`src/rtl/seq_count_interval_ctrl_pkg.sv`:
```
// Shared definitions for the seq_count interval controller family:
// FSM state encoding, default counter width and small state decode helpers.
package seq_count_interval_ctrl_pkg;

  // Default width of the counter, period input and count output.
  localparam int NBITS_DEF = 3;

  // Two-bit FSM encoding; the numeric values are visible on the debug port.
  typedef enum logic [1:0] {
    ST_IDLE = 2'd0,
    ST_RUN  = 2'd1,
    ST_HOLD = 2'd2,
    ST_DONE = 2'd3
  } state_t;

  // An interval is in progress while running or paused.
  function automatic logic state_is_busy(input state_t s);
    logic r;
    case (s)
      ST_RUN:  r = 1'b1;
      ST_HOLD: r = 1'b1;
      ST_IDLE: r = 1'b0;
      ST_DONE: r = 1'b0;
      default: r = 1'b0;
    endcase
    return r;
  endfunction

  // The done pulse is exactly the single cycle spent in DONE.
  function automatic logic state_is_done(input state_t s);
    logic r;
    case (s)
      ST_DONE: r = 1'b1;
      default: r = 1'b0;
    endcase
    return r;
  endfunction

endpackage

```
`src/rtl/seq_count_interval_ctrl_if.sv`:
```
// Command/status bundle between an interval requester (master) and the
// interval controller (slave). Clock and reset are carried separately.
interface seq_count_interval_ctrl_if
  import seq_count_interval_ctrl_pkg::*;
#(
  parameter int NBITS = NBITS_DEF
);

  logic             start;   // request a new interval
  logic [NBITS-1:0] period;  // terminal count, latched on an accepted start
  logic             pause;   // level: freeze the counter while busy
  logic             abort;   // cancel any activity
  logic             busy;    // running or paused
  logic             done;    // one-cycle completion pulse
  logic [NBITS-1:0] count;   // current counter value
  logic [1:0]       state;   // debug view of the FSM encoding

  modport master (
    output start, period, pause, abort,
    input  busy, done, count, state
  );

  modport slave (
    input  start, period, pause, abort,
    output busy, done, count, state
  );

endinterface

```
`src/rtl/seq_count_interval_ctrl_counter.sv`:
```
// NBITS binary up-counter with enable and synchronous clear.
// Clear wins over enable; the asynchronous reset returns the count to zero.
module seq_count_nb_bin_up_en_clr
  import seq_count_interval_ctrl_pkg::*;
#(
  parameter int NBITS = NBITS_DEF
) (
  input  logic             clk,
  input  logic             reset,
  input  logic             en,
  input  logic             clr,
  output logic [NBITS-1:0] count
);

  localparam logic [NBITS-1:0] CNT_ZERO = {NBITS{1'b0}};
  localparam logic [NBITS-1:0] CNT_ONE  = {{(NBITS-1){1'b0}}, 1'b1};

  logic [NBITS-1:0] count_r;

  // Counter register: clear has priority, otherwise increment when enabled.
  always_ff @(posedge clk or posedge reset) begin
    if (reset) begin
      count_r <= CNT_ZERO;
    end else if (clr) begin
      count_r <= CNT_ZERO;
    end else if (en) begin
      count_r <= count_r + CNT_ONE;
    end else begin
      count_r <= count_r;
    end
  end

  assign count = count_r;

endmodule

```
`src/rtl/seq_count_interval_ctrl.sv`:
```
// Interval-timer sequencing controller. Accepts a start with a terminal
// count, runs the counter from 0 up to that value, then pulses done for one
// cycle. Pause freezes the count; abort returns to IDLE without a pulse.
module seq_count_interval_ctrl
  import seq_count_interval_ctrl_pkg::*;
#(
  parameter int NBITS = NBITS_DEF
) (
  input  logic                      clk,
  input  logic                      reset,
  seq_count_interval_ctrl_if.slave  bus
);

  localparam logic [NBITS-1:0] PER_ZERO = {NBITS{1'b0}};

  state_t           state_r;
  state_t           next_s;
  logic [NBITS-1:0] period_r;
  logic [NBITS-1:0] count_s;
  logic             busy_r;
  logic             done_r;
  logic             term_s;
  logic             accept_s;
  logic             cnt_en_s;
  logic             cnt_clr_s;

  // Terminal compare against the period captured at start time.
  assign term_s = (count_s == period_r);

  // Start is honoured only in IDLE, and abort on the same edge cancels it.
  assign accept_s = (state_r == ST_IDLE) && bus.start && !bus.abort;

  // Counter control: count only while running, unpaused and short of the
  // terminal value, so the counter can never wrap past the period.
  assign cnt_en_s  = (state_r == ST_RUN) && !bus.pause && !term_s && !bus.abort;
  assign cnt_clr_s = bus.abort || accept_s || (state_r == ST_DONE);

  seq_count_nb_bin_up_en_clr #(
    .NBITS (NBITS)
  ) u_counter (
    .clk   (clk),
    .reset (reset),
    .en    (cnt_en_s),
    .clr   (cnt_clr_s),
    .count (count_s)
  );

  // Next-state decode; abort overrides every state.
  always_comb begin
    next_s = state_r;
    if (bus.abort) begin
      next_s = ST_IDLE;
    end else begin
      case (state_r)
        ST_IDLE: begin
          if (bus.start) begin
            next_s = ST_RUN;
          end else begin
            next_s = ST_IDLE;
          end
        end
        ST_RUN: begin
          if (bus.pause) begin
            next_s = ST_HOLD;
          end else if (term_s) begin
            next_s = ST_DONE;
          end else begin
            next_s = ST_RUN;
          end
        end
        ST_HOLD: begin
          if (bus.pause) begin
            next_s = ST_HOLD;
          end else begin
            next_s = ST_RUN;
          end
        end
        ST_DONE: begin
          next_s = ST_IDLE;
        end
        default: begin
          next_s = ST_IDLE;
        end
      endcase
    end
  end

  // State register.
  always_ff @(posedge clk or posedge reset) begin
    if (reset) begin
      state_r <= ST_IDLE;
    end else begin
      state_r <= next_s;
    end
  end

  // Period capture on an accepted start; later changes on the input are ignored.
  always_ff @(posedge clk or posedge reset) begin
    if (reset) begin
      period_r <= PER_ZERO;
    end else if (accept_s) begin
      period_r <= bus.period;
    end else begin
      period_r <= period_r;
    end
  end

  // Status flags registered from the next state so they line up with state_r.
  always_ff @(posedge clk or posedge reset) begin
    if (reset) begin
      busy_r <= 1'b0;
      done_r <= 1'b0;
    end else begin
      busy_r <= state_is_busy(next_s);
      done_r <= state_is_done(next_s);
    end
  end

  assign bus.busy  = busy_r;
  assign bus.done  = done_r;
  assign bus.count = count_s;
  assign bus.state = state_r;

endmodule

```
`src/flat_wrapper.sv`:
```
// flat-port wrapper written by rule: the top's interface ports become plain ports
module seq_count_interval_ctrl_flat import seq_count_interval_ctrl_pkg::*;
#(
  parameter int NBITS = NBITS_DEF
)
  (clk, reset, bus_start, bus_period, bus_pause, bus_abort, bus_busy, bus_done, bus_count, bus_state);
  seq_count_interval_ctrl_if #(.NBITS(NBITS)) bus_i ();
  input  logic clk;
  input  logic reset;
  input wire logic [$bits(bus_i.start)-1:0] bus_start;
  input wire logic [$bits(bus_i.period)-1:0] bus_period;
  input wire logic [$bits(bus_i.pause)-1:0] bus_pause;
  input wire logic [$bits(bus_i.abort)-1:0] bus_abort;
  output wire logic [$bits(bus_i.busy)-1:0] bus_busy;
  output wire logic [$bits(bus_i.done)-1:0] bus_done;
  output wire logic [$bits(bus_i.count)-1:0] bus_count;
  output wire logic [$bits(bus_i.state)-1:0] bus_state;
  assign bus_i.start = bus_start;
  assign bus_i.period = bus_period;
  assign bus_i.pause = bus_pause;
  assign bus_i.abort = bus_abort;
  assign bus_busy = bus_i.busy;
  assign bus_done = bus_i.done;
  assign bus_count = bus_i.count;
  assign bus_state = bus_i.state;
  seq_count_interval_ctrl #(.NBITS(NBITS)) u_core (.clk(clk), .reset(reset), .bus(bus_i));
endmodule
```
`config.mk`:
```
export PLATFORM = sky130hd
export DESIGN_NAME = seq_count_interval_ctrl_flat
export DESIGN_NICKNAME = d
export VERILOG_FILES = /design/src/rtl/seq_count_interval_ctrl_pkg.sv /design/src/rtl/seq_count_interval_ctrl_if.sv /design/src/rtl/seq_count_interval_ctrl_counter.sv /design/src/rtl/seq_count_interval_ctrl.sv /design/src/flat_wrapper.sv
export SDC_FILE = /design/constraint.sdc
export NUM_CORES = 1
export LEC_CHECK = 0
export ABC_AREA = 0
export BUFFER_PORTS_ARGS = -buffer_cell sky130_fd_sc_hd__buf_2
export CAP_MARGIN = 10
export CORE_MARGIN = 4
export CORE_UTILIZATION = 39
export DETAILED_ROUTE_END_ITERATION = 10
export RECOVER_POWER = 50
export SYNTH_ARGS = -nofsm -noshare
export SYNTH_HDL_FRONTEND = slang
export SYNTH_SLANG_ARGS = --single-unit
```
`constraint.sdc`:
```
create_clock -name clk -period 4.7 [get_ports clk]
set_input_delay 0.47 -clock clk [delete_from_list [all_inputs] [get_ports clk]]
set_output_delay 0.47 -clock clk [all_outputs]
set_load 0.005 [all_outputs]
```
==> out/metrics.yaml <==
cts-hold-fix-buffers: 0
worst_path_largest_cell_delay_ps: 420
nFillCells: 108
viasPerCell: 5.30
yosys.area.top_type_share: 0.480
die_area_um2: 1990
powerDensity_nw_per_um2: 316
die_h_um: 44.6
wl_met2_um: 446
hold_violations: 0
worst_setup_path_start_kind: "flip-flop"
cp_data_required_time_ps: 4840
clock-sinks: 10
drtAntennaViolNets: 0
firstDrtPassIters: 4
max_cap_viol_count: 0
cts_buffer_depth: 2
synth-main-ff-cell: "dfrtp_1"
cts-root-buf: "clkbuf_4"
rsz0062_at_grt: "no"
hpwl_um: 793
min_path_type: "in2async"
die_x_um: 44.6
path_class: "reg2reg"
fmax_mhz: 601
initial_utilization: 0.440
slowest_stage: "dfrtp_1"
finish.utilization: 0.528
synth_largest_area_cell: "dfrtp_1"
synth.net_count: 56
path_delay_family: "compound AO/OA/AOI/OAI gates"
irDropWorstVdd_uv: 192
yosysMostFrequentCell: "dfrtp_1"
ys_ff_latch: 10
async_flop_share: 1.00
m1WireLength_um: 461
slew_headroom: 0.696
synth_cell_types: 19
post_cts_buffers: 0
ys_seq_area_frac: 0.480
status: "complete, no violations"
synth-edff-count: 0
crit_start: "u_core.u_counter.count[0]"
finalCriticalPeriod_ps: 1660
synth.avg_cell_area_um2: 11.3
path_clk_slew_ps: 60
setup_tns_ps: 0
nNetsFinal: 74
synthTopCellsByArea: "dfrtp_1, nand4_1, mux2_2"
drv_slew: 0
detail_route.iter0.violations: 3
rr_startpoint: "u_core.u_counter.count[0]"
yosys-top-cells-count: "dfrtp_1, nand4_1, inv_1"
wl_met3_um: 44
drc: 0
rows: 12
syn_inst: 46
placed_cell_area_um2: 606
grt_overflow: 0
via_count: 403
h-tree-depth: 1
crit_fanout: 5
arrival_ps: 1810
cts_resized: 0
cts_tree: "done"
core_um2: 1190
insertion_delay_ps: 260
syn_to_final_growth_pct: 20.1
wl_um: 973
finClkSkew_ps: 1.42
power.leakage_nw: 0.294
crit_buf_inv: 0
worst_pin_slew_ps: 453
highest_layer: "met4"
portBuffers: 14
cts_buffers: 3
io_pins: 15
antenna_found_initial: 0
setup_violations: 0
cp-end-kind: "flip-flop"
gp_congestion: 0.688
grt_use_total: 0.114
avgRoutedWirePerCell_um: 12.8
grt_pass1_vias: 377
final_area_um2: 627
finalPower_w: 0.000198
grt_max_degree: 11
syn_area_um2: 522
cp_cell_sequence: "xnor2_1 > a31oi_1 > o41ai_1 > ha_1"
grt_pass1_wl_mm: 1.62
final_layout_size_suffix_gt1_frac: 0.339
period_share: 0.354
antenna_cells: 0
synth_warnings: 0
==> through the flow <==
step,hold slack [ps],cells,setup slack [ps]
2_1_floorplan,310,46,3190
3_3_place_gp,459,73,2980
3_5_place_dp,460,73,3020
4_1_cts,178,76,3020
5_1_grt,190,76,2860
6_report,169,76,3040
==> placed cells by master, fill, tap and decap left out <==
master    instances
buf_2            13
dfrtp_1          10
nand4_1           6
inv_1             5
mux2_2            3
xnor2_1           3
mux2i_1           3
clkbuf_4          3
nand2b_1          2
a31oi_1           2
ha_1              2
nor3_1            1
a21o_1            1
or3b_1            1
a21oi_1           1
o41ai_1           1
nand2_1           1
or3b_2            1
nand4b_1          1
a311oi_2          1
clkbuf_1          1
==> final cells by class <==
type / count / area (um^2) / area share
well taps: 14 / 17.5 / 0.0279
inverters: 5 / 18.8 / 0.0299
clock buffers: 3 / 22.5 / 0.0359
repair buffers: 14 / 68.8 / 0.110
flip-flops and latches: 10 / 250 / 0.399
multi-input cells: 30 / 249 / 0.397
==> registers in the layout, summed over array words and instances (netlist names) <==
| signal | flops |
|---|---|
| u_core.bus.state | 2 |
| u_core.period_r | 3 |
| u_core.bus.done | 1 |
| u_core.bus.busy | 1 |
| u_core.u_counter.count | 3 |
==> per-layer routing <==
metal,vias up,GRT usage
li1,205,-
met1,186,0.139
met2,9,0.169
met3,3,0.0285
met4,0,0.0904
met5,-,0
==> worst paths after layout <==
kind                       cells past startpoint                   endpoint  slack (ps)
hold reg to reg                                1         u_core.period_r[1]         530
hold / removal                                 2        u_core.bus.state[1]         170
min in group clk                               2        u_core.bus.state[0]         430
max in group asynchronous                      2  u_core.u_counter.count[1]        4270
setup / recovery                               4            u_core.bus.busy        3040
setup reg to reg                               4            u_core.bus.busy        3040
==> power breakdown <==
part | total (W) | internal [W] | switching (W) | leakage (nW)
sequential | 0.000104 | 0.0000958 | 0.00000773 | 0.130
clock | 0.0000552 | 0.0000294 | 0.0000258 | 0.0138
combinational | 0.0000396 | 0.0000199 | 0.0000198 | 0.150
==> kinds of logic after synthesis <==
family | after synthesis | synth area share
flip-flops | 10 | 0.480
XOR/XNOR | 3 | 0.0504
AND/OR/NAND/NOR | 13 | 0.163
buffers and inverters | 6 | 0.0432
multiplexers | 6 | 0.122
AO/OA/AOI/OAI | 6 | 0.0935
adder cells (fa/ha/maj) | 2 | 0.0480
Power figures use the tool's default switching activity.
